==> config.mk <==
export PLATFORM = sky130hd
export DESIGN_NAME = ov7670_capture_ctrl
export DESIGN_NICKNAME = d
export VERILOG_FILES = /design/src/rtl/ov7670_capture_ctrl.sv
export SDC_FILE = /design/constraint.sdc
export NUM_CORES = 1
export LEC_CHECK = 0
export BUFFER_PORTS_ARGS = -buffer_cell sky130_fd_sc_hd__buf_2
export CORE_MARGIN = 4
export CORE_UTILIZATION = 25
export CTS_BUF_LIST = sky130_fd_sc_hd__clkbuf_8
export DETAILED_ROUTE_END_ITERATION = 10
export SYNTH_ARGS = -nofsm -noshare
export SYNTH_HDL_FRONTEND = slang
export SYNTH_SLANG_ARGS = --single-unit
==> constraint.sdc <==
create_clock -name writeClk -period 3.6 [get_ports writeClk]
set_input_delay 0.54 -clock writeClk [delete_from_list [all_inputs] [get_ports writeClk]]
set_output_delay 0.54 -clock writeClk [all_outputs]
set_load 0.02 [all_outputs]
==> src/rtl/ov7670_capture_ctrl.sv <==
// ov7670_capture_ctrl
// Write-side sequencer for the frame buffer, clocked by the camera PCLK.
// It registers the OV7670 bus, pairs bytes into RGB565 pixels and drives the
// frame buffer write port (pixelOut/outX/outY/writeEn). It also runs the
// frame arm/done handshake (busy/frameDone/frameErr).
//
// Handshake: writeEn is a one-cycle strobe with no back-pressure. The buffer
// must accept pixelOut at {outX,outY} in every cycle where writeEn is high.
// frameDone is a one-cycle pulse. busy is a level.
//
// Optional feature: define CAPTURE_TEST_PATTERN_EN to allow testPattern=1 to
// replace camera pixels with {col[4:0], row[5:0], col[9:5]}. The camera still
// paces the writes. Without the macro, testPattern is ignored.
module ov7670_capture_ctrl #(
    parameter int H_PIXELS = 640,
    parameter int V_LINES  = 480,
    parameter int X_W      = 10,
    parameter int Y_W      = 9
) (
    input  logic           writeClk,
    input  logic           resetN,
    input  logic           captureEn,
    input  logic           continuous,
    input  logic           testPattern,
    input  logic           camVsync,
    input  logic           camHref,
    input  logic [7:0]     camData,
    output logic [15:0]    pixelOut,
    output logic [X_W-1:0] outX,
    output logic [Y_W-1:0] outY,
    output logic           writeEn,
    output logic           busy,
    output logic           frameDone,
    output logic           frameErr
);

    typedef enum logic [2:0] {
        IDLE       = 3'd0,
        WAIT_VS    = 3'd1,
        WAIT_START = 3'd2,
        ACTIVE     = 3'd3,
        DONE       = 3'd4
    } capState_t;

    // One extra bit so that limits equal to 2**X_W or 2**Y_W still fit.
    localparam logic [X_W:0] H_LIM = (X_W+1)'(H_PIXELS);
    localparam logic [Y_W:0] V_LIM = (Y_W+1)'(V_LINES);
    localparam logic [X_W-1:0] X_MAX = '1;
    localparam logic [Y_W-1:0] Y_MAX = '1;

    capState_t      state;
    capState_t      stateNext;

    // Registered camera bus and the previous samples used for edge detection.
    logic           vsR;
    logic           hrR;
    logic [7:0]     dR;
    logic           vsP;
    logic           hrP;
    logic           ceP;

    // Byte pairing and line bookkeeping.
    logic           phase;
    logic [7:0]     hiByte;
    logic [X_W-1:0] column;
    logic           linePix;

    // Strobes from the FSM to the datapath.
    logic           armFrame;
    logic           startFrame;
    logic           activeRun;

    logic           vsRise;
    logic           vsFall;
    logic           hrRise;
    logic           hrFall;
    logic           ceRise;
    logic           effPhase;
    logic           inRange;
    logic [15:0]    camPix;
    logic [15:0]    pixSel;

    assign vsRise   = vsR & ~vsP;
    assign vsFall   = ~vsR & vsP;
    assign hrRise   = hrR & ~hrP;
    assign hrFall   = ~hrR & hrP;
    assign ceRise   = captureEn & ~ceP;
    // The first byte of a line arrives together with the href rising edge,
    // so that byte is always treated as a high byte.
    assign effPhase = hrRise ? 1'b0 : phase;
    assign inRange  = ({1'b0, column} < H_LIM) && ({1'b0, outY} < V_LIM);
    assign camPix   = {hiByte, dR};

`ifdef CAPTURE_TEST_PATTERN_EN
    logic [9:0]     patCol;
    assign patCol = 10'(column);

    // Choose between camera data and the coordinate test pattern.
    always_comb begin
        pixSel = camPix;
        if (testPattern) begin
            pixSel = {patCol[4:0], outY[5:0], patCol[9:5]};
        end
    end
`else
    logic           unusedTestPattern;
    assign unusedTestPattern = testPattern;

    // Without the pattern generator the pixel is always camera data.
    always_comb begin
        pixSel = camPix;
    end
`endif

    // FSM state register.
    always_ff @(posedge writeClk) begin
        if (!resetN) begin
            state <= IDLE;
        end else begin
            state <= stateNext;
        end
    end

    // FSM next state and datapath strobes.
    always_comb begin
        stateNext  = state;
        armFrame   = 1'b0;
        startFrame = 1'b0;
        activeRun  = 1'b0;
        case (state)
            IDLE: begin
                if (continuous ? captureEn : ceRise) begin
                    stateNext = WAIT_VS;
                    armFrame  = 1'b1;
                end
            end
            WAIT_VS: begin
                if (!captureEn) begin
                    stateNext = IDLE;
                end else if (vsR) begin
                    stateNext = WAIT_START;
                end
            end
            WAIT_START: begin
                if (vsFall) begin
                    if (captureEn) begin
                        stateNext  = ACTIVE;
                        startFrame = 1'b1;
                    end else begin
                        stateNext = IDLE;
                    end
                end
            end
            ACTIVE: begin
                // A vsync rise ends the frame. Any byte seen in the same
                // cycle belongs to the discarded partial line.
                if (vsRise) begin
                    stateNext = DONE;
                end else begin
                    activeRun = 1'b1;
                end
            end
            DONE: begin
                if (continuous && captureEn) begin
                    stateNext = WAIT_VS;
                    armFrame  = 1'b1;
                end else begin
                    stateNext = IDLE;
                end
            end
            default: begin
                stateNext = IDLE;
            end
        endcase
    end

    // Input registers, edge history, byte pairing, counters and outputs.
    always_ff @(posedge writeClk) begin
        if (!resetN) begin
            vsR       <= 1'b0;
            hrR       <= 1'b0;
            dR        <= 8'h00;
            vsP       <= 1'b0;
            hrP       <= 1'b0;
            ceP       <= 1'b0;
            phase     <= 1'b0;
            hiByte    <= 8'h00;
            column    <= '0;
            linePix   <= 1'b0;
            pixelOut  <= 16'h0000;
            outX      <= '0;
            outY      <= '0;
            writeEn   <= 1'b0;
            busy      <= 1'b0;
            frameDone <= 1'b0;
            frameErr  <= 1'b0;
        end else begin
            vsR       <= camVsync;
            hrR       <= camHref;
            dR        <= camData;
            vsP       <= vsR;
            hrP       <= hrR;
            ceP       <= captureEn;
            writeEn   <= 1'b0;
            busy      <= (stateNext != IDLE);
            frameDone <= (stateNext == DONE);

            if (armFrame) begin
                frameErr <= 1'b0;
            end

            if (startFrame) begin
                outY     <= '0;
                column   <= '0;
                phase    <= 1'b0;
                linePix  <= 1'b0;
                frameErr <= 1'b0;
            end

            // A frame cut off in the middle of a line is flagged.
            if (state == ACTIVE && vsRise && hrR) begin
                frameErr <= 1'b1;
            end

            if (activeRun) begin
                if (hrR) begin
                    if (!effPhase) begin
                        hiByte <= dR;
                        phase  <= 1'b1;
                        if (hrRise) begin
                            column  <= '0;
                            linePix <= 1'b0;
                        end
                    end else begin
                        // The pixel is consumed even when it is out of range.
                        phase   <= 1'b0;
                        linePix <= 1'b1;
                        if (column != X_MAX) begin
                            column <= column + X_W'(1);
                        end
                        if (inRange) begin
                            writeEn  <= 1'b1;
                            pixelOut <= pixSel;
                            outX     <= column;
                        end else begin
                            frameErr <= 1'b1;
                        end
                    end
                end else if (hrFall && linePix && outY != Y_MAX) begin
                    // Lines that produced no pixel do not advance the row.
                    outY <= outY + Y_W'(1);
                end
            end
        end
    end

endmodule
Yosys cells after proc, flatten, opt, wreduce, memory -nomap -nowiden
Cells that the tools add are included.
Cells by class
  add/subtract/negate cells: 2
  magnitude comparators: 2
  equal/unequal tests: 7
  muxes and demuxes: 45
  bitwise logic cells: 11
  reductions and logical operators: 11
Operators by type and width (number)
  two-way mux 10 bit: 6
  two-way mux 9 bit: 4
  two-way mux 1 bit: 27
  two-way mux 3 bit: 5
  case mux 3 bit (5 select lines): 1
  adder 10 x 1 -> 10 bit (second input constant): 1
  < comparator 10 bit (second input constant): 1
  != test 10 bit (second input constant): 1
  adder 9 x 1 -> 9 bit (second input constant): 1
  < comparator 9 bit (second input constant): 1
  != test 9 bit (second input constant): 1
  AND reduction 4 bit: 2
  equality test 3 x 2 -> 1 bit (second input constant): 2
  equality test 3 bit (second input constant): 2
  logical AND 1 bit: 6
  inverter 1 bit: 6
  bitwise AND 1 bit: 5
  equality test 3 x 1 -> 1 bit (second input constant): 1
  logical NOT 3 bit: 1
  AND reduction 3 bit: 1
  nonzero test 3 bit: 1
  two-way mux 2 bit: 1
  case mux 1 bit (2 select lines): 1
Word-level totals
  register bits after elaboration: 75
  bits of input ports: 15

Longest topological paths before layout
  word-level depth: 12
  mapped depth: 9

Least setup slack after synthesis
Ideal clock, no wire load.
  path type: register -> register
  from: reg outY[0]
  to: reg outY[7]
  arrival: 2029 ps
  data required time: 3484 ps
  path slack: 1455 ps
  cell stages (with the launch flop): 9
  buffers on the path: 0
  clock period less this slack: 2145 ps
  path through: dfxtp_1 ha_1 and3_1 ha_1 or3b_1 nor4_4 nand4_1 xor2_1 nor2_1
Between the ends
  word-level cells in the longest chain between the ends: 5
  elaborated cells on any way between the ends: 6
  those cells by class: add/sub (1); eq/ne (1); mux (3); reduce/logical (1)
RTL lines
  start: declaration: RTL line 30  | output logic [Y_W-1:0] outY,
  start signal: assignment: RTL line 251  | outY <= outY + Y_W'(1);
  branches (longest 2 deep; another with adder 9 x 1 -> 9 bit)
  two-way mux 9 bit (*): RTL line 249  | end else if (hrFall && linePix && outY != Y_MAX) begin
  two-way mux 9 bit (*): RTL line 226  | if (hrR) begin
  two-way mux 9 bit (*): RTL line 225  | if (activeRun) begin
Mark *: on every way between the ends.
A chain may end at the register's enable or synchronous reset.

Final worst setup path
  from: reg outY[0]
  to: reg outY[4]
The elaborated chain is that of the path after synthesis.

==> impl_summary.txt <==
----------------------------------------------------
[Run status]
  Run status ... finished clean

[Detailed routing]
  Final wirelength ... 6.79 mm
  Average routed wire per standard cell ... 13.2 um
  DRC Markers ... 0
  Vias per cell ... 4.53
  Count of routing violations after the opening detailed-route iteration ... 89
  Initial DRT Pass Iterations ... 5
  Routed Antenna Nets ... 0
  Number of vias after detailed routing ... 2331

[Global route]
  Antenna violations before repair ... 0
  Vias in the first global route ... 2263
  Total global routing track utilization ... 0.0985
  Global-route wire length before repair ... 11.2 mm
  Grt ovf ... 0
  Pin count of the biggest net entering global routing ... 44

[Setup path]
  Worst-path maximum fanout ... 10
  Library cell contributing the largest single delay on the critical path ... nor4_4
  Classification of the worst setup path ... flip-flop to flip-flop
  Required time worst endpoint ... 3830 ps
  Kind of launch point of the worst setup path ... flip-flop
  Stage delay of the slowest cell on the critical path ... 480 ps
  Cell with the most instances on the worst path ... ha_1
  Setup crit end kind ... flip-flop
  Cell breakdown of the critical path ... ha_1, and3_1, ha_1, or3b_1, nor4_4, nand4_1, xor2_1, nor2_1
  Worst EP arrival ... 2550 ps

[Pwr]
  Total power divided by cell area ... 458 mW/mm2
  Static Leakage ... 1.45 nW
  Peak VDD IR ... 123 uV

[Yosys]
  Fraction of post-synthesis cell area in the top cell type by area ... 0.490
  Post-synthesis cell type count ... 52
  Share of the synthesized area in compound gates (AO/OA/AOI/OAI) ... 0.0918
  Synthesis-stage register bit count ... 75
  Adder-Cell Fraction of Synth Area ... 0.0122
  Share of the yosys chip area belonging to registers ... 0.490
  Main combinational cell family by area after synthesis ... simple AND/OR/NAND/NOR gates
  Dominant register cell in the synthesized netlist ... dfxtp_1
  Number of synthesized flops with an enable pin ... 0
  Share of synthesized area spent on multiplexers ... 0.121
  Cells after synthesis ... 314
  Post-synthesis share of cell area spent on xor and xnor gates ... 0.0200
  Simple-Gate Fraction of Synth Area ... 0.213
  Synth area leader ... dfxtp_1
  Yosys warns ... 0
  Post-Syn Area ... 0.00307 mm2
  Top cells by area, synth ... dfxtp_1 49%, mux2i_1 12%, nor2_1 6.2%, and2_1 3.1%, nand2_1 2.2%
  Total nets after synthesis ... 332
  Fraction of synthesis flops using an asynchronous set or reset pin ... 0
  Average cell area after synthesis ... 9.76 um2

[Clock network]
  Clock tree from TritonCTS ... done
  Max clock buf depth ... 2
  CTS Root Buffer Type ... clkbuf_8
  Hold bufs inserted after CTS ... 0
  Register clock-pin slew on the reported worst setup and hold paths ... 80 ps
  Number of clock sinks ... 75
  CTS Buf Count ... 9
  Max H-tree Level ... 3
  Post-CTS resize count ... 0
  Skew-Pair Late Insertion Delay ... 350 ps
  Post-CTS repair timing setup buffer count ... 0

[Placement]
  Routability cong. ... 0.806
  I/O Buffers ... 52
  DPL Wire Length ... 4.63 mm
  Post-placement setup slack ... 1310 ps

[Finish]
  Ratio of cells with drive above 1 in the final layout ... 0.212
  Final layout net count ... 382
  Total inserted antenna cells ... 0
  Leading cell types in the layout, fill and taps excluded ... 75 x dfxtp_1, 52 x buf_2, 51 x nor2_1, 36 x mux2i_1, 18 x nand2_1
  Most common cell after layout, fill and taps aside ... dfxtp_1
  Layout overhead on the synthesized area ... 18.5%
  Final core area utilization ... 0.303

[STA]
  Shortest period the worst path allows ... 2320 ps
  Share of the cycle needed by the critical path after routing ... 0.645
  Number of hold violations in the final report ... 0
  Setup-violating endpoint count in the final report ... 0
  Max frequency ... 431 MHz
  Setup repair after global routing missed its margin ... no
  Transition at the pin with the smallest max-transition slack ... 611 ps
  Post-layout worst setup margin ... 1280 ps
  Clock skew ... 8.90 ps
  Number of slew-limit violations in the final report ... 0
  Slew Limit Headroom ... 0.590
  Final total negative setup slack ... 0 ps

[Die]
  Row cnt ... 40
  IO Count ... 54
  Core box area ... 0.0120 mm2
  Die Height ... 119 um
  Overall die area ... 0.0141 mm2
  Die extent in x ... 119 um
  Initial Utilization ... 0.255

[Job]
  Max-cap violations ... 0

[Hold path]
  Min-Delay Path Class ... input pin to flip-flop

----------------------------------------------------
[power breakdown]
part / internal, mW / total (mW) / leakage (nW) / switching, mW
clock: 0.474 / 0.775 / 0.124 / 0.300
combinational: 0.0162 / 0.0426 / 0.715 / 0.0263
sequential: 0.839 / 0.847 / 0.608 / 0.00868
total: 1.33 / 1.66 / 1.45 / 0.335
[area by class of cell]
type | count | area [um2]
fill | 1275 | 8380
timing repair buffer | 53 | 268
inverter | 9 | 33.8
multi-input combinational | 216 | 1410
clock inverter | 5 | 103
tap | 147 | 184
clock buffer | 10 | 138
sequential | 75 | 1500
[metal layers]
layer / vias to the layer above / track usage / routed length, um
met5: - / 0 / 0
met4: 0 / 0.0565 / 119
met3: 11 / 0.0282 / 275
met2: 43 / 0.154 / 3180
met1: 1088 / 0.121 / 3210
li1: 1189 / - / -
[final timing paths]
| kind | to | cells after the start | start | slack (ps) |
|---|---|---|---|---|
| setup / recovery | outY[4] | 8 | outY[0] | 1280 |
| hold / removal | dR[4] | 2 | camData[4] | 390 |
| setup reg to reg | outY[4] | 8 | outY[0] | 1280 |
| hold reg to reg | pixelOut[6] | 2 | pixelOut[6] | 490 |
[sequential cells by signal, summed over array words and instances, names as in the netlist, 3 cells and up]
signal,flops
pixelOut,16
hiByte,8
state,3
dR,8
column,10
outX,10
outY,9
[metrics by stage]
step                      area, um2  total power, mW  instances  hold slack [ps]
final                          3630             1.66        515              392
after floorplan                3070            0.893        314              460
after CTS                      3630             1.69        515              370
after global routing           3630             1.73        515              379
after global placement         3390            0.909        500              473
after detailed placement       3390            0.910        500              479
[cell families (layout without fill, tap and decap cells)]
family | Yosys count | count (layout)
and+or+nand+nor | 125 | 125
muxes | 37 | 37
buffers and inverters | 23 | 77
xor gates and xnor gates | 7 | 7
adders and majority gates | 3 | 3
AOI/OAI and AO/OA | 44 | 44
DFF | 75 | 75
[synthesized netlist by cell type (2+ instances only)]
master,n
dfxtp_1,75
nor2_1,51
mux2i_1,36
nand2_1,18
and2_1,15
a21oi_1,13
o21ai_0,10
and3_1,9
inv_1,8
clkbuf_1,7
nand3_1,6
xor2_1,6
nand4_1,5
a31oi_1,4
buf_12,3
ha_1,3
nor3_1,3
and3_2,2
and4_1,2
buf_6,2
nand3b_1,2
nor2b_1,2
o211ai_1,2
o21a_1,2
[worst max-delay path, delay by kind of cell, from the launching register on]
kind | cells | cell delay, ps
flops | 1 | 350
fa+ha+maj | 2 | 410
xor+xnor | 1 | 170
simple gates | 5 | 1270
(Power assumes the default switching activity.)
